File: src/rtl/bus_arb_rr2.sv
// bus_arb_rr2: two-master round-robin arbiter for the internal register bus.
// Define ARB_DROP_CNT_EN to add saturating per-master dropped-request counters.
module bus_arb_rr2 #(
  parameter int ADDR_W = 30,
  parameter int DATA_W = 32,
  parameter int RD_LAT = 2
) (
  input  logic              aclk,
  input  logic              reset,
  input  logic              m0_req,
  input  logic              m0_we,
  input  logic [ADDR_W-1:0] m0_addr,
  input  logic [DATA_W-1:0] m0_wdata,
  output logic              m0_busy,
  output logic              m0_ack,
  output logic [DATA_W-1:0] m0_rdata,
  input  logic              m1_req,
  input  logic              m1_we,
  input  logic [ADDR_W-1:0] m1_addr,
  input  logic [DATA_W-1:0] m1_wdata,
  output logic              m1_busy,
  output logic              m1_ack,
  output logic [DATA_W-1:0] m1_rdata,
`ifdef ARB_DROP_CNT_EN
  output logic [15:0]       m0_drop_cnt,
  output logic [15:0]       m1_drop_cnt,
`endif
  output logic [ADDR_W-1:0] bus_addr,
  output logic [DATA_W-1:0] bus_wdata,
  output logic              bus_rd,
  output logic              bus_wr,
  input  logic [DATA_W-1:0] bus_rdata
);

  typedef enum logic [1:0] {
    S_IDLE,
    S_ISSUE,
    S_WAIT,
    S_DONE
  } state_t;

  localparam logic [3:0] LAT_M1 = 4'(RD_LAT - 1);

  state_t            r_state;
  state_t            w_next;
  logic [1:0]        r_vld;
  logic [1:0]        r_we;
  logic [ADDR_W-1:0] r_addr0;
  logic [ADDR_W-1:0] r_addr1;
  logic [DATA_W-1:0] r_wdata0;
  logic [DATA_W-1:0] r_wdata1;
  logic              r_win;
  logic              r_last;
  logic              r_bus_we;
  logic [3:0]        r_cnt;
  logic [ADDR_W-1:0] r_bus_addr;
  logic [DATA_W-1:0] r_bus_wdata;
  logic [DATA_W-1:0] r_rdata0;
  logic [DATA_W-1:0] r_rdata1;

  logic w_ack0;
  logic w_ack1;
  logic w_take0;
  logic w_take1;
  logic w_sel;
  logic w_load;
  logic w_sample;

  assign w_ack0  = (r_state == S_DONE) & ~r_win;
  assign w_ack1  = (r_state == S_DONE) & r_win;
  // a slot being acknowledged this cycle may be refilled at once
  assign w_take0 = m0_req & (~r_vld[0] | w_ack0);
  assign w_take1 = m1_req & (~r_vld[1] | w_ack1);
  assign w_sel   = (r_vld == 2'b10) |
                   ((r_vld == 2'b11) & ~r_last);

  always_comb begin
    w_next   = r_state;
    w_load   = 1'b0;
    w_sample = 1'b0;
    case (r_state)
      S_IDLE: begin
        if (|r_vld) begin
          w_next = S_ISSUE;
          w_load = 1'b1;
        end
      end
      S_ISSUE: begin
        w_next = r_bus_we ? S_DONE : S_WAIT;
      end
      S_WAIT: begin
        if (r_cnt == 4'd0) begin
          w_sample = 1'b1;
          w_next   = S_DONE;
        end
      end
      S_DONE: begin
        w_next = S_IDLE;
      end
      default: begin
        w_next = S_IDLE;
      end
    endcase
  end

  always_ff @(posedge aclk) begin
    if (reset) begin
      r_state <= S_IDLE;
    end else begin
      r_state <= w_next;
    end
  end

  always_ff @(posedge aclk) begin
    if (reset) begin
      r_vld    <= '0;
      r_we     <= '0;
      r_addr0  <= '0;
      r_addr1  <= '0;
      r_wdata0 <= '0;
      r_wdata1 <= '0;
    end else begin
      if (w_take0) begin
        r_vld[0] <= 1'b1;
        r_we[0]  <= m0_we;
        r_addr0  <= m0_addr;
        r_wdata0 <= m0_wdata;
      end else if (w_ack0) begin
        r_vld[0] <= 1'b0;
      end
      if (w_take1) begin
        r_vld[1] <= 1'b1;
        r_we[1]  <= m1_we;
        r_addr1  <= m1_addr;
        r_wdata1 <= m1_wdata;
      end else if (w_ack1) begin
        r_vld[1] <= 1'b0;
      end
    end
  end

  always_ff @(posedge aclk) begin
    if (reset) begin
      r_win       <= 1'b0;
      r_last      <= 1'b1;
      r_bus_we    <= 1'b0;
      r_bus_addr  <= '0;
      r_bus_wdata <= '0;
      r_cnt       <= '0;
      r_rdata0    <= '0;
      r_rdata1    <= '0;
    end else begin
      if (w_load) begin
        r_win       <= w_sel;
        r_bus_we    <= w_sel ? r_we[1] : r_we[0];
        r_bus_addr  <= w_sel ? r_addr1 : r_addr0;
        r_bus_wdata <= w_sel ? r_wdata1 : r_wdata0;
      end
      if (r_state == S_ISSUE && !r_bus_we) begin
        r_cnt <= LAT_M1;
      end else if (r_state == S_WAIT && r_cnt != 4'd0) begin
        r_cnt <= r_cnt - 4'd1;
      end
      if (w_sample && r_win) begin
        r_rdata1 <= bus_rdata;
      end
      if (w_sample && !r_win) begin
        r_rdata0 <= bus_rdata;
      end
      if (r_state == S_DONE) begin
        r_last <= r_win;
      end
    end
  end

`ifdef ARB_DROP_CNT_EN
  logic        w_drop0;
  logic        w_drop1;
  logic [15:0] r_drop0;
  logic [15:0] r_drop1;

  assign w_drop0 = m0_req & ~w_take0;
  assign w_drop1 = m1_req & ~w_take1;

  always_ff @(posedge aclk) begin
    if (reset) begin
      r_drop0 <= '0;
      r_drop1 <= '0;
    end else begin
      if (w_drop0 && r_drop0 != 16'hFFFF) begin
        r_drop0 <= r_drop0 + 16'd1;
      end
      if (w_drop1 && r_drop1 != 16'hFFFF) begin
        r_drop1 <= r_drop1 + 16'd1;
      end
    end
  end

  assign m0_drop_cnt = r_drop0;
  assign m1_drop_cnt = r_drop1;
`endif

  assign m0_busy   = r_vld[0] & ~w_ack0;
  assign m1_busy   = r_vld[1] & ~w_ack1;
  assign m0_ack    = w_ack0;
  assign m1_ack    = w_ack1;
  assign m0_rdata  = r_rdata0;
  assign m1_rdata  = r_rdata1;
  assign bus_addr  = r_bus_addr;
  assign bus_wdata = r_bus_wdata;
  assign bus_rd    = (r_state == S_ISSUE) & ~r_bus_we;
  assign bus_wr    = (r_state == S_ISSUE) & r_bus_we;

endmodule

File: config.mk
export PLATFORM = sky130hd
export DESIGN_NAME = bus_arb_rr2
export DESIGN_NICKNAME = d
export VERILOG_FILES = /design/src/rtl/bus_arb_rr2.sv
export SDC_FILE = /design/constraint.sdc
export NUM_CORES = 1
export LEC_CHECK = 0
export ABC_AREA = 1
export CAP_MARGIN = 5
export CORE_MARGIN = 3
export CORE_UTILIZATION = 43
export DETAILED_ROUTE_END_ITERATION = 10
export PLACE_DENSITY = 0.76
export SETUP_SLACK_MARGIN = 0.15
export SYNTH_ARGS = -nofsm -noshare
export SYNTH_HDL_FRONTEND = slang
export SYNTH_SLANG_ARGS = --single-unit
File: constraint.sdc
create_clock -name aclk -period 1.6 [get_ports aclk]
set_input_delay 0.4 -clock aclk [delete_from_list [all_inputs] [get_ports aclk]]
set_output_delay 0.4 -clock aclk [all_outputs]
set_load 0.01 [all_outputs]
# Yosys cells after proc, flatten, opt, wreduce, memory -nomap -nowiden
# Cells that the tools add are included.
[totals] output_inout_bits=132 in_bits=162 elab_cells=77 reg_bits=263
[op_classes] n_mux=17 bitwise=19 eq_ne=7 n_addsub=1 reduce_logical=15
[op_table] operator="two-way mux 32 bit" n=1
[op_table] operator="two-way mux 30 bit" n=1
[op_table] operator="two-way mux 1 bit" n=12
[op_table] operator="bitwise AND 1 bit" n=9
[op_table] operator="== test 2 bit (second input constant)" n=4
[op_table] operator="one-hot mux 2 bit (4 select lines)" n=1
[op_table] operator="inverter 1 bit" n=7
[op_table] operator="nonzero test 2 bit" n=3
[op_table] operator="logical AND 1 bit" n=4
[op_table] operator="logical NOT 4 bit" n=1
[op_table] operator="two-way mux 2 bit" n=2
[op_table] operator="!= test 2 bit (second input constant)" n=2
[op_table] operator="nonzero test 4 bit" n=1
[op_table] operator="OR reduction 2 bit" n=2
[op_table] operator="subtractor 4 x 1 -> 4 bit (second input constant)" n=1
[op_table] operator="bitwise OR 1 bit" n=3
[op_table] operator="== test 2 x 1 -> 1 bit (second input constant)" n=1
[op_table] operator="logical NOT 1 bit" n=2
[op_table] operator="logical NOT 2 bit" n=1
[op_table] operator="AND reduction 2 bit" n=1

# Logic depth before layout (Yosys ltp)
[depth] word_depth=5 depth_mapped=9 ltp_nobuf=8

# Least setup slack after synthesis
# No wires, ideal clock.
[synth_timing] path_kind="register -> register" from="reg r_state[1]" to="reg r_addr0[10]" period_less_slack_ps=1465 setup_slack_ps=135 path_stages_with_launch=9 required_time_ps=1484 arrival_time_ps=1349 setup_time_ps=116 n_path_buf=2 path_cell_list="dfxtp_1 ha_1 inv_2 o21ai_1 nand2_1 buf_4 clkbuf_2 o21ai_0 nor2_1"
[synth_between] elab_chain_len=4
[synth_rtl] item="start, declared" line_no="44" source="state_t r_state;"
[synth_rtl] item="start signal, assigned" line_no="110" source="r_state <= w_next;"
[synth_rtl] item="== test 2 bit" line_no="69" source="assign w_ack0 = (r_state == S_DONE) & ~r_win;"
[synth_rtl] item="bitwise AND 1 bit" line_no="69"
[synth_rtl] item="bitwise OR 1 bit" line_no="72" source="assign w_take0 = m0_req & (~r_vld[0] | w_ack0);"
[synth_rtl] item="bitwise AND 1 bit" line_no="72"
[synth_rtl] item="end signal, assigned" line_no="126" source="r_addr0 <= m0_addr;"
[synth_rtl] item="end, declared" line_no="48" source="logic [ADDR_W-1:0] r_addr0;"
# Every way passes these cells.
# A chain may end at the register's enable or synchronous reset.

# Final worst setup path
[layout_timing] from="reg r_state[1]" to="reg r_state[0]"
[layout_between] elab_chain_len=3 elab_cells_between_ends=8 cone_classes="eq/ne (5); mux (1); reduce/logical (2)"
[layout_rtl] item="== test 2 bit / logical NOT 2 bit (equally long branches)" line_no="81" source="case (r_state)"
[layout_rtl] item="!= test 2 bit (no source line)"
[layout_rtl] item="AND reduction 2 bit (no source line)"
# Several ways; a longest one is shown, not always the timed one.

==> results.md <==
- Top_reg_cell synth: dfxtp_1
- Largest net degree at the start of global routing: 70
- Synthesized area: 10,330 um2
- H-tree depth: 1
- Initial antenna violation count: 4
- Top area cells in the synthesized netlist: dfxtp_1 51%, nor2_1 12%, nand2_1 11%
- Synth warn: 0
- Synth area leader: dfxtp_1
- Final period utilization: 117.3%
- Detailed-route via count: 11,880
- Max-cap viol count: 0
- Post-synthesis sequential area ratio: 50.98%
- Avg Cell Area, Syn: 7.118 um2
- Cell Count, Final, Fillers Out: 2,153
- HP Class: primary input to register
- CTS sink cnt: 263
- EDFF count, synth: 0
- Post-DP HPWL: 20,970 um
- Violation count after the first detailed-routing iteration: 1,224
- Worst skew pair latency: 0.56 ns
- Area Overhead vs Synth: 65.61%
- Endpoint, Worst Hold: r_addr1[8]$_SDFFE_PP0P_
- Synthesized flop and latch total: 263
- Global route total overflow: 0
- Reg2reg end: r_state[0]$_SDFFE_PP0P_
- Status: finished with violations
- Die ar.: 25,920 um2
- First-pass iteration count of the detailed router: 6
- Layout cells sized above 1: 33.21%
- CTS root buf: clkbuf_16
- Num CTS Buffers: 29
- Max_slew headroom: 71.88%
- Worst Min Path Start: m1_addr[8]
- Post-Syn Instances: 1,451
- Most numerous cell on the critical path: buf_4
- Vias per cell: 5.518
- Rows: 56
- Worst path slowest cell: dfxtp_4
- Async SR Flop Fraction: 0%
- Failing checks: negative setup slack
- Worst Tran Pin Value: 0.4202 ns
- DP Worst Slack: -0.1445 ns
- Crit path max-delay family: buffers and inverters
- Hold depth: 3
- CP Cell Sequence: inv_4, ha_4, nand2_4, buf_4, buf_4, buf_4, buf_4, buf_4, buf_4, buf_4, o21ai_2, nor2_1, nor2_1
- Share of the synthesized area in the top cell type: 50.98%
- Critical Path RT: 2.08 ns
- Dpl cells: 2,021
- CP peak stage delay: 0.36 ns
- CTS clock-pin slew for the worst setup and hold paths: 0.06 ns
- CP Launch Type: register
- CP Buf/Inv Count: 8
- Crit path DAT: 2.36 ns
- Core Area: 23,540 um2
- Leakage: 7.610 nW
- Clk buf depth: 3
- Worst setup EP type: register
- Drt drc: 0
- IO Port Bufs: 293
- CTS tree: built
- Total Wirelength: 44,570 um
- Count of pins over their slew limit: 0
- Period minus WS final: 1.877 ns
- FF-to-FF setup slack: -0.28 ns
- Top post-synthesis cells by count: 332 x nor2_1, 298 x nand2_1, 263 x dfxtp_1
- IO Count: 294
- First-pass GRT wire length: 55,980 um
- Routed wire per std cell: 20.70 um
- Skew final: 0.02133 ns
- Syn_nets: 1,619
- Power Total: 25.69 mW
- RSZ-0062 raised after global routing: true
- Gr usage total: 26.58%
- Fin nets: 1,980
- Chip height: 161.0 um
- Synth cell types: 23
- Initial core utilization: 43.87%
- DIE WIDTH: 161.0 um
- Setup WS post-layout: -0.2766 ns
- Worst VDD drop: 0.0009720 V
- Final RePlAce weighted congestion: 0.8539
- R2R Path Start: r_state[1]$_SDFFE_PP0P_
- CP Max Fanout: 3
- Count leader, synth: nor2_1
- FF-to-FF path depth: 13
- Final Hold Viols: 0
- CTS Hold Bufs: 0
- Via count of the first global-routing pass: 10,570
- Final setup fails: 114
- Peak Freq: 532.9 MHz
- Cell area power density: 1502 nW/um2
- Setup TNS: -8.935 ns
- Setup CP Type: register to register
- Routed Antenna Nets: 0
## worst min-delay path, stage by stage
cell and delay [ns]:
clkdlybuf4s50_1 0.42, nand3_2 0.09, a21oi_2 0.05
## sequential cells by signal, indices dropped and copies added, names as in the netlist
register	flops
bus_addr	30
bus_wdata	32
m0_rdata	32
m1_rdata	32
r_addr0	30
r_addr1	30
r_bus_we	1
r_cnt	4
r_last	1
r_state	2
r_vld	2
r_wdata0	32
r_wdata1	32
r_we	2
r_win	1
## layer usage
metal / share of wire, % / vias up / track usage (%)
met2: 47 / 857 / 45.28
li1: - / 5288 / -
met1: 35 / 5508 / 32.23
met4: 6.2 / 4 / 9.425
met5: 0.061 / - / 0
met3: 11 / 224 / 7.592
## cell families (layout without fill, tap and decap cells)
family,Yosys count,in the layout,synth area share [%]
fa+ha+maj,6,6,0.7268
compound gates,301,301,14.60
buf+inv,214,594,8.734
other cells,0,3,0
flops,263,263,50.98
simple gates,667,667,24.97
## power breakdown
group	switching, mW	internal (mW)	total, mW
Combinational	5.49	4.91	10.4
Sequential	0.951	7.83	8.78
Clock	2.75	3.76	6.51
Total	9.19	16.5	25.7
## worst max path at each step
stage                            startpoint                         to  slack (ns)  depth (start not counted)
floorplan           r_state[0]$_SDFFE_PP0P_  m0_rdata[10]$_SDFFE_PP0P_        0.15                          7
global placement    r_state[1]$_SDFFE_PP0P_                     bus_rd       -0.12                          5
detailed placement  r_state[1]$_SDFFE_PP0P_  bus_wdata[4]$_SDFFE_PP0P_       -0.14                          8
CTS                 r_state[0]$_SDFFE_PP0P_                    m0_busy       -0.26                          5
global route        r_state[0]$_SDFFE_PP0P_                    m0_busy       -0.35                          5
finish              r_state[1]$_SDFFE_PP0P_    r_state[0]$_SDFFE_PP0P_       -0.28                         13
## what timing repair did
item / in CTS / in global routing
gates resized for setup: 785 / 323
pin swaps: 3 / 49
endpoints found under the setup margin: 385 / 350
setup buffers: 26 / 14
cloned: 22 / 17
## per-stage QoR
stage | hold WS (ns) | cell area, um2 | utilization (%)
floorplan | 0.4235 | 10330 | -
detailed placement | 0.4379 | 13840 | 58.79
global placement | 0.4303 | 13840 | 58.79
global route | 0.4603 | 17100 | 72.65
CTS | 0.4266 | 15550 | 66.03
finish | 0.4427 | 17110 | 72.66
## cells in the final DEF (no fill, tap or decap), types with 2 or more instances in the layout
master,Yosys,final
nor2_1,332,263
o21ai_0,160,64
nand2_2,2,44
nor2_2,0,19
clkbuf_1,46,9
nand3_1,29,27
dfxtp_4,0,2
dfxtp_2,0,20
ha_4,0,4
o21ai_2,0,65
buf_4,12,41
buf_16,0,18
a21oi_1,133,85
buf_12,0,33
inv_1,115,109
nand3_2,0,2
a21oi_2,0,48
clkbuf_16,0,41
nand2_8,0,3
buf_2,30,118
o21ai_1,7,34
clkinv_8,0,3
buf_8,0,11
nand2_4,1,29
inv_2,3,5
inv_4,1,2
diode_2,0,3
clkdlybuf4s50_1,0,161
inv_6,0,2
dfxtp_1,263,241
buf_6,1,27
nand4_4,0,2
clkbuf_8,0,9
nor2_4,0,50
o21ai_4,0,4
nand4_1,2,2
nand2_1,298,225
## area by class of cell
type                       instances  area [um2]
tap                              319       399.1
clock buffer                      47       883.3
inverter                         119       474.2
timing repair inverter             3       43.79
fill                            1552        6437
timing repair buffer             422        4468
multi-input combinational        974        5498
clock inverter                     3       33.78
antenna                            3       7.507
sequential                       263        5298
Note: power is estimated with default switching activity, not from simulation.
